File: src/rtl/enable_pulse_gen.sv
// enable_pulse_gen: programmable single-cycle enable strobe generator with burst/continuous modes
module enable_pulse_gen #(
    parameter int DIV_WIDTH = 8,
    parameter int CNT_WIDTH = 8
) (
    input  logic                 clk,
    input  logic                 rst,
    input  logic                 start,
    input  logic                 stop,
    input  logic [DIV_WIDTH-1:0] div,
    input  logic [CNT_WIDTH-1:0] burst_len,
    output logic                 enable,
    output logic                 busy,
    output logic                 done
);
    typedef enum logic [1:0] {IDLE, RUN, DONE} state_t;
    state_t               state_q, state_d;
    logic [DIV_WIDTH-1:0] per_q, per_d, div_q, div_d, div_eff;
    logic [CNT_WIDTH-1:0] rem_q, rem_d;
    logic                 cont_q, cont_d, enable_q, enable_d, busy_q, busy_d, done_q, done_d;
    assign div_eff = (div == '0) ? DIV_WIDTH'(1) : div;
    assign enable  = enable_q;
    assign busy    = busy_q;
    assign done    = done_q;
    // next-state: the first pulse fires on the accepting edge, stop overrides pulse and completion
    always_comb begin
        state_d  = state_q;
        per_d    = per_q;
        div_d    = div_q;
        rem_d    = rem_q;
        cont_d   = cont_q;
        busy_d   = busy_q;
        enable_d = 1'b0;
        done_d   = 1'b0;
        case (state_q)
            IDLE: if (start) begin
                state_d  = RUN;
                div_d    = div_eff;
                per_d    = div_eff - DIV_WIDTH'(1);
                rem_d    = burst_len - CNT_WIDTH'(1);
                cont_d   = (burst_len == '0);
                enable_d = 1'b1;
                busy_d   = 1'b1;
            end
            RUN: if (stop) begin
                state_d = IDLE;
                busy_d  = 1'b0;
            end else if (per_q != '0) begin
                per_d = per_q - DIV_WIDTH'(1);
            end else if (cont_q || rem_q != '0) begin
                enable_d = 1'b1;
                per_d    = div_q - DIV_WIDTH'(1);
                rem_d    = cont_q ? rem_q : rem_q - CNT_WIDTH'(1);
            end else begin
                state_d = DONE;
                busy_d  = 1'b0;
                done_d  = 1'b1;
            end
            DONE:    state_d = IDLE;
            default: state_d = IDLE;
        endcase
    end
    // state and output registers, cleared asynchronously
    always_ff @(posedge clk or posedge rst) begin
        if (rst) begin
            state_q  <= IDLE;
            per_q    <= '0;
            div_q    <= '0;
            rem_q    <= '0;
            cont_q   <= 1'b0;
            enable_q <= 1'b0;
            busy_q   <= 1'b0;
            done_q   <= 1'b0;
        end else begin
            state_q  <= state_d;
            per_q    <= per_d;
            div_q    <= div_d;
            rem_q    <= rem_d;
            cont_q   <= cont_d;
            enable_q <= enable_d;
            busy_q   <= busy_d;
            done_q   <= done_d;
        end
    end
endmodule

File: config.mk
export PLATFORM = sky130hd
export DESIGN_NAME = enable_pulse_gen
export DESIGN_NICKNAME = d
export VERILOG_FILES = /design/src/rtl/enable_pulse_gen.sv
export SDC_FILE = /design/constraint.sdc
export NUM_CORES = 1
export LEC_CHECK = 0
export BUFFER_PORTS_ARGS = -buffer_cell sky130_fd_sc_hd__buf_4
export CORE_MARGIN = 2
export CORE_UTILIZATION = 35
export CTS_CLUSTER_DIAMETER = 120
export DETAILED_ROUTE_END_ITERATION = 16
export PLACE_DENSITY = 0.62
export SLEW_MARGIN = 20
export SYNTH_ARGS = -nofsm -noshare
export SYNTH_HDL_FRONTEND = slang
export SYNTH_SLANG_ARGS = --single-unit
File: constraint.sdc
create_clock -name clk -period 4.6 [get_ports clk]
set_input_delay 0.23 -clock clk [delete_from_list [all_inputs] [get_ports clk]]
set_output_delay 0.23 -clock clk [all_outputs]
set_load 0.01 [all_outputs]
==> results of run 1 <==
-- kinds of logic after synthesis --
| group | synth area share |
|---|---|
| flops | 0.394 |
| buf+inv | 0.0321 |
| xor+xnor | 0.0322 |
| simple gates | 0.272 |
| mux | 0.0453 |
| fa+ha+maj | 0.0131 |
| compound gates | 0.211 |
-- state kept, by name, summed over array words and instances, names as in the netlist --
register,count
rem_q,8
div_q,8
done,1
busy,1
enable,1
state_q,2
per_q,8
cont_q,1
-- cells in the mapped netlist, types with 2 or more instances --
library cell,count,share of area
a211o_1,6,0.028
a21oi_1,12,0.031
and2_1,3,0.0098
buf_2,4,0.010
clkbuf_1,3,0.0059
dfrtp_1,30,0.39
ha_1,2,0.013
inv_1,4,0.0079
mux2_2,5,0.030
mux2i_1,3,0.016
nand2_1,40,0.079
nand2b_1,5,0.016
nand3_1,4,0.010
nand4_1,2,0.0066
nor2_1,17,0.033
nor2b_1,2,0.0066
nor3_1,10,0.026
nor4_1,2,0.0066
nor4_4,2,0.022
nor4b_1,6,0.028
o211ai_1,3,0.012
o21ai_0,15,0.039
o31ai_1,3,0.012
xnor2_1,5,0.023
xor2_1,2,0.0092
-- worst max-delay path, delay by kind of cell, from the launching register on --
family | cells | cell delay (ns)
multiplexers | 2 | 0.76
AO/OA/AOI/OAI | 3 | 0.43
flip-flops | 1 | 0.37
AND/OR/NAND/NOR | 1 | 0.35
adder cells (fa/ha/maj) | 1 | 0.25
buffers and inverters | 1 | 0.09
-- cell type report --
cell class / count / share of cell area
clock buffer: 7 / 0.0389
clock inverter: 1 / 0.00225
inverter: 4 / 0.00676
multi-input combinational: 173 / 0.493
sequential: 30 / 0.338
tap: 70 / 0.0395
timing repair buffer: 24 / 0.0812
-- power breakdown --
group | switching [W] | internal (W) | leakage [nW]
Sequential | 0.000106 | 0.000346 | 0.363
Clock | 0.0000983 | 0.000120 | 0.0482
Combinational | 0.000183 | 0.000150 | 0.537
Total | 0.000387 | 0.000616 | 0.948
-- path summary, 6_finish.rpt --
check | endpoint | slack (ns)
min in group clk | div_q[5] | 0.16
max in group asynchronous | rem_q[0] | 4.30
max reg2reg | rem_q[6] | 2.20
min | rem_q[5] | 0.01
min reg2reg | div_q[5] | 0.48
max | rem_q[6] | 2.20
-- routing by layer --
layer,wire length (um),track usage,vias to the layer above
met5,0,0,-
met4,87,0.0607,0
met3,120,0.0488,7
met2,1870,0.228,26
met1,2160,0.199,739
li1,-,-,832
-- stage by stage --
| step | area, um^2 | util | total power, W |
|---|---|---|---|
| floorplan | 1910 | - | 0.000694 |
| finish | 2220 | 0.429 | 0.00100 |
| CTS | 2220 | 0.429 | 0.00101 |
| global placement | 2130 | 0.411 | 0.000783 |
| detailed placement | 2130 | 0.411 | 0.000786 |
| global route | 2220 | 0.429 | 0.00108 |
==> impl_results.md, run 1 <==
- Clk_skew: 0.00540 ns
- Maximum clock path buffer count: 2
- Final period utilization: 0.521
- Fill cells: 504
- Die area: 0.00605 mm^2
- Slew headroom: 0.654
- Post-CTS Resized: 0
- Max Transition Viols Final: 0
- Most used DFF post-synth: dfrtp_1
- Vias in the first global route: 1558
- Worst EP arrival: 2.55 ns
- PortBufs: 22
- Mapped Area: 0.00191 mm^2
- Detail Placement HPWL: 3050 um
- Most frequent cells in the layout: nand2_1 (40), dfrtp_1 (30), buf_4 (24)
- Setup Fix Bufs, Post-CTS: 0
- Max-Cap Viols: 0
- WL/cell: 13.7 um
- Flops & latches, synth: 30
- Root Buffer: clkbuf_8
- Area Overhead vs Synth: 16.4%
- Worst Tran Pin Value: 0.517 ns
- Worst R2R Path Depth: 8
- Clock Latency Late Sink: 0.29 ns
- Most common cell after layout, fill and taps aside: nand2_1
- Post-synth net total: 238
- Total CTS buffers: 5
- Crit-path max cell delay: 0.43 ns
- GPL Wtd Cong: 0.892
- Min cycle time layout: 2.40 ns
- Sequential element share of the synthesized area: 0.394
- Share of layout cells above drive strength 1: 0.192
- PwrDens: 452 mW/mm^2
- Req. time, crit path: 4.75 ns
- Drt total wl: 4240 um
- DR vias/cell: 5.19
- Worst-path fanout max: 31
- Unique masters post-synth: 51
- Site Rows: 26
- Sequential cell area: 751 um^2
- Post-Synthesis Cells: 216
- Startpoint Class: flip-flop
- Worst setup margin: 2.20 ns
- Status: finished clean
- Setup TNS: 0 ns
- Final Non-Filler Cells: 309
- H-tree levels: 2
- GRT Util Overall: 0.151
- Starting Density: 0.369
- Leak: 0.948 nW
- Finish-stage setup viols: 0
- Post-Place Setup Slack: 2.22 ns
- Hold Vio Cnt, Final: 0
- Hold buffers post-CTS: 0
- Fmax: 417 MHz
- Peak VDD IR: 0.000219 V
- Layout net count: 260
- Core Region: 0.00517 mm^2
- Grt ovf: 0
- Fraction of registers with async set/reset: 1.00
- Cell Chain, Critical Path: nand2b_4 > mux2_2 > inv_1 > ha_1 > o221a_2 > mux2_2 > a21oi_1 > a21oi_1
- Vias post-DR: 1604
- Initial antenna violation count: 0
- Worst-path clk slew: 0.06 ns
- Post-synthesis average cell area: 8.83 um^2
- CP max stage cell: mux2_2
- Pin count of the biggest net entering global routing: 32
- RSZ-0062 raised after global routing: false
- Worst Setup End Kind: flip-flop
- Drc violations: 0
- FF-to-FF Start: state_q[1]
- Antenna-violating nets left: 0
- DR iter-0 viols: 103
- TritonCTS clock tree: done
- IO Pins: 23
- Crit. Startpoint: state_q[1]
- Diode count: 0
- Chip height: 77.8 um
- Die span in x: 77.8 um
- Hold Path Class: in2async
- Hold slack: 0.0140 ns
- DRT Pass-1 Iters: 4
- Multi-input logic area: 0.00109 mm^2
- Placed instance count: 301
- Number of synthesized flops with an enable pin: 0
- Clock net sink count: 30
- Critical path class: reg2reg
- First-pass GRT wire length: 7200 um
- YS warnings: 0
Power figures use the tool's default switching activity.
==> run 2: changes to the inputs <==
--- a/config.mk
+++ b/config.mk
@@ -5,12 +5,13 @@
 export SDC_FILE = /design/constraint.sdc
 export NUM_CORES = 1
 export LEC_CHECK = 0
+export ABC_AREA = 1
 export BUFFER_PORTS_ARGS = -buffer_cell sky130_fd_sc_hd__buf_4
 export CORE_MARGIN = 2
 export CORE_UTILIZATION = 35
 export CTS_CLUSTER_DIAMETER = 120
 export DETAILED_ROUTE_END_ITERATION = 16
-export PLACE_DENSITY = 0.62
+export PLACE_DENSITY = 0.64
 export SLEW_MARGIN = 20
 export SYNTH_ARGS = -nofsm -noshare
 export SYNTH_HDL_FRONTEND = slang
==> constraint.sdc (replaced) <==
create_clock -name clk -period 2.2 [get_ports clk]
set_input_delay 0.11 -clock clk [delete_from_list [all_inputs] [get_ports clk]]
set_output_delay 0.11 -clock clk [all_outputs]
set_load 0.01 [all_outputs]
==> run 2 against run 1 <==
Combinational power up 83%; clock power up 110%; final area down 4.8%; highest routed layer unchanged; largest power group unchanged; first-iteration DRC count down 40%; power up 90%.
==> impl_results.md, run 2 <==
- Status: finished clean (unchanged)
- Req. time, crit path: 2.37 ns (was 4.75 ns)
- Pin count of the biggest net entering global routing: 31 (was 32)
- CP dominant cell by count: nand2_1
- Vias in the first global route: 1515 (was 1558)
- R2R Path End: per_q[6] (was rem_q[6])
- Diode count: 0 (unchanged)
- DR iter-0 viols: 62 (was 103)
- HP Start: div[3]
- Share of the synthesized area in the top cell type: 0.418 (was 0.394)
- Flops & latches, synth: 30 (unchanged)
- Startpoint Class: flip-flop (unchanged)
- Drt total wl: 3960 um (was 4240 um)
- Mapped Area: 0.00180 mm^2 (was 0.00191 mm^2)
- Maximum clock path buffer count: 2 (unchanged)
- Initial antenna violation count: 0 (unchanged)
- Final Power: 0.00191 W (was 0.00100 W)
- Worst Setup End Kind: flip-flop (unchanged)
- Worst EP arrival: 2.15 ns (was 2.55 ns)
- Drc violations: 0 (unchanged)
- Most common cell after layout, fill and taps aside: nand2_1 (unchanged)
- Cell family with most CP delay: simple AND/OR/NAND/NOR gates (was multiplexers)
- Compound-Gate Fraction of Synth Area: 0.103 (was 0.211)
- Post-synth net total: 273 (was 238)
- Final period utilization: 0.896 (was 0.521)
- Synth top area cells: dfrtp_1 (42%), nand2_1 (19%), inv_1 (6.1%), nor2_1 (5.9%), o21ai_0 (4.2%) (was dfrtp_1 (39%), nand2_1 (7.9%), o21ai_0 (3.9%), nor2_1 (3.3%), a21oi_1 (3.1%))
- Worst-path clk slew: 0.07 ns (was 0.06 ns)
- Crit-path max cell delay: 0.42 ns (was 0.43 ns)
- Starting Density: 0.356 (was 0.369)
- Worst Tran Pin Value: 0.504 ns (was 0.517 ns)
- Share of layout cells above drive strength 1: 0.173 (was 0.192)
- Leak: 1.08 nW (was 0.948 nW)
- DR vias/cell: 4.51 (was 5.19)
- R2r setup slk: 0.23 ns (was 2.20 ns)
- WHS Path Cells: 3
- Largest regs: div_q (8), per_q (8), rem_q (8) (unchanged)
- Min cycle time layout: 1.97 ns (was 2.40 ns)
- Hold Path Class: in2reg (was in2async)
- Largest family of logic cells by synthesized area: simple AND/OR/NAND/NOR gates (unchanged)
- Clock Latency Late Sink: 0.28 ns (was 0.29 ns)
- DRT Pass-1 Iters: 4 (unchanged)
- PortBufs: 22 (unchanged)
- WL/cell: 11.4 um (was 13.7 um)
- Die area: 0.00572 mm^2 (was 0.00605 mm^2)
- CP Buf/Inv Count: 2 (was 1)
- WHS Endpoint: div_q[3]
- Grt ovf: 0 (unchanged)
- Post-Synthesis Cells: 251 (was 216)
- Number of synthesized flops with an enable pin: 0 (unchanged)
- IO Pins: 23 (unchanged)
- Chip height: 75.6 um (was 77.8 um)
- Unique masters post-synth: 30 (was 51)
- Worst-path fanout max: 27 (was 31)
- Hold Vio Cnt, Final: 0 (unchanged)
- Area Overhead vs Synth: 17.6% (was 16.4%)
- Multi-input logic area: 865 um^2 (was 0.00109 mm^2)
- Layout net count: 299 (was 260)
- Critical path class: reg2reg (unchanged)
- Most frequent cells in the layout: nand2_1 (90), dfrtp_1 (30), inv_1 (29) (was nand2_1 (40), dfrtp_1 (30), buf_4 (24))
- GRT Util Overall: 0.160 (was 0.151)
- PwrDens: 903 mW/mm^2 (was 452 mW/mm^2)
- Max-Cap Viols: 0 (unchanged)
- Worst R2R Path Depth: 11 (was 8)
- Sequential element share of the synthesized area: 0.418 (was 0.394)
- Peak VDD IR: 0.000383 V (was 0.000219 V)
- Finish-stage setup viols: 0 (unchanged)
- Most used DFF post-synth: dfrtp_1 (unchanged)
- TritonCTS clock tree: done (unchanged)
- GPL Wtd Cong: 0.821 (was 0.892)
- Core Region: 0.00504 mm^2 (was 0.00517 mm^2)
- Antenna-violating nets left: 0 (unchanged)
- Synth Area in XOR/XNOR: 0.0341 (was 0.0322)
- Die span in x: 75.6 um (was 77.8 um)
- Sequential cell area: 751 um^2 (unchanged)
- Fmax: 507 MHz (was 417 MHz)
- Clk_skew: 0.00245 ns (was 0.00540 ns)
- Clock net sink count: 30 (unchanged)
- Multiplexer area fraction after synthesis: 0 (was 0.0453)
- Max Transition Viols Final: 0 (unchanged)
- YS warnings: 0 (unchanged)
- Fraction of registers with async set/reset: 1.00 (unchanged)
- Post-synthesis average cell area: 7.15 um^2 (was 8.83 um^2)
- Adder-cell share of the synthesized area: 0.0139 (was 0.0131)
- Fill cells: 528 (was 504)
- Root Buffer: clkbuf_8 (unchanged)
- Synth Area in Simple Gates: 0.330 (was 0.272)
- FF-to-FF Start: state_q[0] (was state_q[1])
- RSZ-0062 raised after global routing: false (unchanged)
- Cell Chain, Critical Path: nand2_4 > inv_1 > nand2_1 > nand2_1 > inv_1 > ha_1 > nand2_1 > nor2_1 > nand3b_1 > nand3_1 > nand2_1 (was nand2b_4 > mux2_2 > inv_1 > ha_1 > o221a_2 > mux2_2 > a21oi_1 > a21oi_1)
- CP max stage cell: dfrtp_1 (was mux2_2)
- Synth cell count leaders: nand2_1 (90), dfrtp_1 (30), inv_1 (29), nor2_1 (28), o21ai_0 (15) (was nand2_1 (40), dfrtp_1 (30), nor2_1 (17), o21ai_0 (15), a21oi_1 (12))
- Vias post-DR: 1570 (was 1604)
- Site Rows: 26 (unchanged)
- Slew headroom: 0.664 (was 0.654)
- Cell with the most instances after synthesis: nand2_1 (unchanged)
- Post-layout util: 0.419 (was 0.429)
- Total CTS buffers: 5 (unchanged)
- Yosys top cell by area: dfrtp_1 (unchanged)
- Setup TNS: 0 ns (unchanged)
- First-pass GRT wire length: 6840 um (was 7200 um)
- Detail Placement HPWL: 2960 um (was 3050 um)
- H-tree levels: 2 (unchanged)
run 2: changes by cell type after synthesis, sizes merged, moves of 9 or more:
cell	delta
a21oi	-12
inv	+28
nand2	+51
nor2	+13
o21ai	+9
run 2: cell families (layout without fill, tap and decap cells):
kind of cell / count (synthesis) / after routing
AO/OA/AOI/OAI: 31 / 31
adder cells (fa/ha/maj): 2 / 2
XOR/XNOR: 7 / 7
AND/OR/NAND/NOR: 142 / 142
buffers and inverters: 39 / 66
flip-flops: 30 / 30
run 2: worst max path at each step:
stage,endpoint,slack [ns],cells past startpoint,start
2_1_floorplan,per_q[2],0.45,12,per_q[6]
4_1_cts,per_q[6],0.25,11,state_q[0]
5_1_grt,per_q[6],0.04,11,state_q[0]
3_3_place_gp,per_q[6],0.28,11,state_q[0]
3_5_place_dp,per_q[6],0.27,11,state_q[0]
6_report,per_q[6],0.23,11,state_q[0]
run 2: final cells by class:
cell class,count,area share
Sequential cell,30,0.355
Clock inverter,1,0.00237
Multi-Input combinational cell,182,0.409
Tap cell,70,0.0415
Inverter,32,0.0569
Timing Repair Buffer,26,0.0936
Clock buffer,7,0.0409
run 2: routing by layer:
layer | global-route usage | up-vias | part of all wire
met2 | 0.275 | 28 | 0.50
met4 | 0.0429 | 0 | 0.010
met5 | 0 | - | 0
met1 | 0.192 | 709 | 0.45
met3 | 0.0556 | 4 | 0.042
li1 | - | 829 | -
run 2: power by group:
part	switching [W]	internal (W)
Combinational	0.000361	0.000245
Clock	0.000213	0.000252
Sequential	0.000128	0.000708
run 2: stage by stage:
stage	cell area [um^2]	instances	setup WS [ns]	hold slack, ns
2_1_floorplan	1800	251	0.446	0.201
3_3_place_gp	2010	339	0.281	0.222
3_5_place_dp	2010	339	0.274	0.217
4_1_cts	2110	348	0.251	0.113
5_1_grt	2110	348	0.0374	0.119
6_report	2110	348	0.229	0.116
run 2: worst reg2reg max path: stages (launching register included):
cell	delay [ns]
dfrtp_1	0.42
nand2_4	0.26
inv_1	0.22
nand2_1	0.11
nand2_1	0.08
inv_1	0.08
ha_1	0.17
nand2_1	0.08
nor2_1	0.19
nand3b_1	0.11
nand3_1	0.09
nand2_1	0.06
run 2: timing repair:
item | CTS | global route
endpoints found under the hold margin | 30 | 0
gates resized for setup | 0 | 0
setup buffers | 0 | 0
hold buffers | 1 | 0
==> run 3: changes to the inputs <==
==> constraint.sdc (replaced) <==
create_clock -name clk -period 1.8 [get_ports clk]
set_input_delay 0.09 -clock clk [delete_from_list [all_inputs] [get_ports clk]]
set_output_delay 0.09 -clock clk [all_outputs]
set_load 0.01 [all_outputs]
==> run 3 against run 2 <==
Power is 32% higher; sequential power grew 22%; utilization increased by 3.4 points; cell count grew 3.4%; count of clock-buffer cells in the layout shrank 1; largest power group unchanged.
==> impl_results.md, run 3 (same netlist as run 2, synthesis figures left out) <==
- Site Rows: 26 (unchanged)
- Critical path class: reg2reg (unchanged)
- Final period utilization: 0.976 (was 0.896)
- Worst-path fanout max: 3 (was 27)
- Clock net sink count: 30 (unchanged)
- Startpoint Class: flip-flop (unchanged)
- Hold Path Class: in2reg (unchanged)
- H-tree levels: 2 (unchanged)
- Pin count of the biggest net entering global routing: 31 (unchanged)
- Max Transition Viols Final: 0 (unchanged)
- Root Buffer: clkbuf_8 (unchanged)
- Worst-path clk slew: 0.08 ns (was 0.07 ns)
- Worst Tran Pin Value: 0.387 ns (was 0.504 ns)
- Starting Density: 0.356 (unchanged)
- Drc violations: 0 (unchanged)
- First-pass GRT wire length: 6720 um (was 6840 um)
- Top Usage Layer GRT: met2 (unchanged)
- DR iter-0 viols: 92 (was 62)
- Met2 Use GR: 0.230 (was 0.275)
- Layout net count: 311 (was 299)
- Status: finished clean (unchanged)
- Leak: 1.14 nW (was 1.08 nW)
- Slew headroom: 0.742 (was 0.664)
- Antenna-violating nets left: 0 (unchanged)
- DRT Pass-1 Iters: 4 (unchanged)
- Peak VDD IR: 0.000548 V (was 0.000383 V)
- Worst setup margin: 0.0436 ns (was 0.229 ns)
- TritonCTS clock tree: done (unchanged)
- Min cycle time layout: 1.76 ns (was 1.97 ns)
- Drt total wl: 4160 um (was 3960 um)
- Vias in the first global route: 1421 (was 1515)
- WL/cell: 11.6 um (was 11.4 um)
- Post-Place Setup Slack: 0.00912 ns (was 0.274 ns)
- M3 GR Usage: 0.0397 (was 0.0556)
- Diode count: 0 (unchanged)
- Hold Vio Cnt, Final: 0 (unchanged)
- Finish-stage setup viols: 0 (unchanged)
- Maximum clock path buffer count: 2 (unchanged)
- Total CTS buffers: 5 (unchanged)
- Grt ovf: 0 (unchanged)
- Clock Latency Late Sink: 0.29 ns (was 0.28 ns)
- Fill cells: 524 (was 528)
- Fmax: 569 MHz (was 507 MHz)
- Most common cell after layout, fill and taps aside: nand2_1 (unchanged)
- Worst EP arrival: 1.97 ns (was 2.15 ns)
- Share of layout cells above drive strength 1: 0.259 (was 0.173)
- IO Pins: 23 (unchanged)
- Die area: 0.00572 mm^2 (unchanged)
- Core Region: 0.00504 mm^2 (unchanged)
- Vias post-DR: 1639 (was 1570)
- Die span in x: 75.6 um (unchanged)
- Sequential cell area: 751 um^2 (unchanged)
- PwrDens: 1110 mW/mm^2 (was 903 mW/mm^2)
- Most frequent cells in the layout: nand2_1 (84), buf_4 (36), dfrtp_1 (30) (was nand2_1 (90), dfrtp_1 (30), inv_1 (29))
- Met1 Use GR: 0.229 (was 0.192)
- Req. time, crit path: 2.02 ns (was 2.37 ns)
- Area Overhead vs Synth: 27.1% (was 17.6%)
- Max-Cap Viols: 0 (unchanged)
- PortBufs: 22 (unchanged)
- Worst Setup End Kind: flip-flop (unchanged)
- RSZ-0062 raised after global routing: true (was false)
- GPL Wtd Cong: 0.875 (was 0.821)
- GRT Util Overall: 0.157 (was 0.160)
- DR vias/cell: 4.55 (was 4.51)
- Clk_skew: 0.0124 ns (was 0.00245 ns)
- Detail Placement HPWL: 3030 um (was 2960 um)
- Initial antenna violation count: 0 (unchanged)
- Multi-input logic area: 937 um^2 (was 865 um^2)
- Hold slack: 0.101 ns (was 0.116 ns)
- Chip height: 75.6 um (unchanged)
- Largest regs: div_q (8), per_q (8), rem_q (8) (unchanged)
[run 3: cell count changes in the layout (fill, tap and decap cells not counted), sizes merged]
cell      before  now
buf           25   37
clkbuf         7    6
clkinvlp       0    1
[run 3: report_power, final]
group	total [W]	switching [W]	internal, W
Clock	0.000581	0.000274	0.000307
Sequential	0.00102	0.000153	0.000864
Combinational	0.000926	0.000513	0.000414
[run 3: area by class of cell]
class,count,share of cell area
clock inverter,2,0.00548
sequential,30,0.329
timing repair buffer,38,0.128
clock buffer,6,0.0362
inverter,32,0.0526
tap,70,0.0384
multi-input combinational,182,0.411
[run 3: worst paths after layout]
kind	from	endpoint	cells after the start	slack, ns
min in group asynchronous	rst	per_q[1]	4	0.44
max in group asynchronous	rst	rem_q[5]	4	1.07
worst min-delay path	burst_len[1]	cont_q	4	0.10
worst min register to register	div_q[3]	div_q[3]	2	0.49
worst max-delay path	per_q[3]	per_q[2]	11	0.04
worst max register to register	per_q[3]	per_q[2]	11	0.04
[run 3: critical path, stage by stage, from the launching register on]
cell and delay, ns:
dfrtp_1 0.41, nor2_1 0.11, nand2_1 0.09, nor2_4 0.14
nand2_1 0.07, nand2_1 0.08, nand2_1 0.06, nand2_2 0.11
inv_2 0.06, ha_4 0.16, or2_4 0.23, a31oi_1 0.15
[run 3: stage by stage]
step                      instance area, um^2  instances  setup TNS, ns  power, W   util
after floorplan                          1800        251              0   0.00159      -
after global placement                   2080        348              0   0.00182  0.412
after detailed placement                 2080        348              0   0.00184  0.412
after CTS                                2190        357              0   0.00242  0.433
after global routing                     2280        360         -0.282   0.00273  0.453
final                                    2280        360              0   0.00252  0.453
[run 3: layer usage]
metal,vias to the layer above,part of all wire
li1,855,-
met1,742,0.49
met2,34,0.45
met3,8,0.042
met4,0,0.015
met5,-,0
[run 3: timing repair]
action                                 in CTS  in global routing
resized for setup                           1                 21
setup buffers                               0                  3
pin swaps                                   0                  8
hold buffers                                1                  0
endpoints found under the hold margin      30                  0
setup endpoints to repair                   1                  8
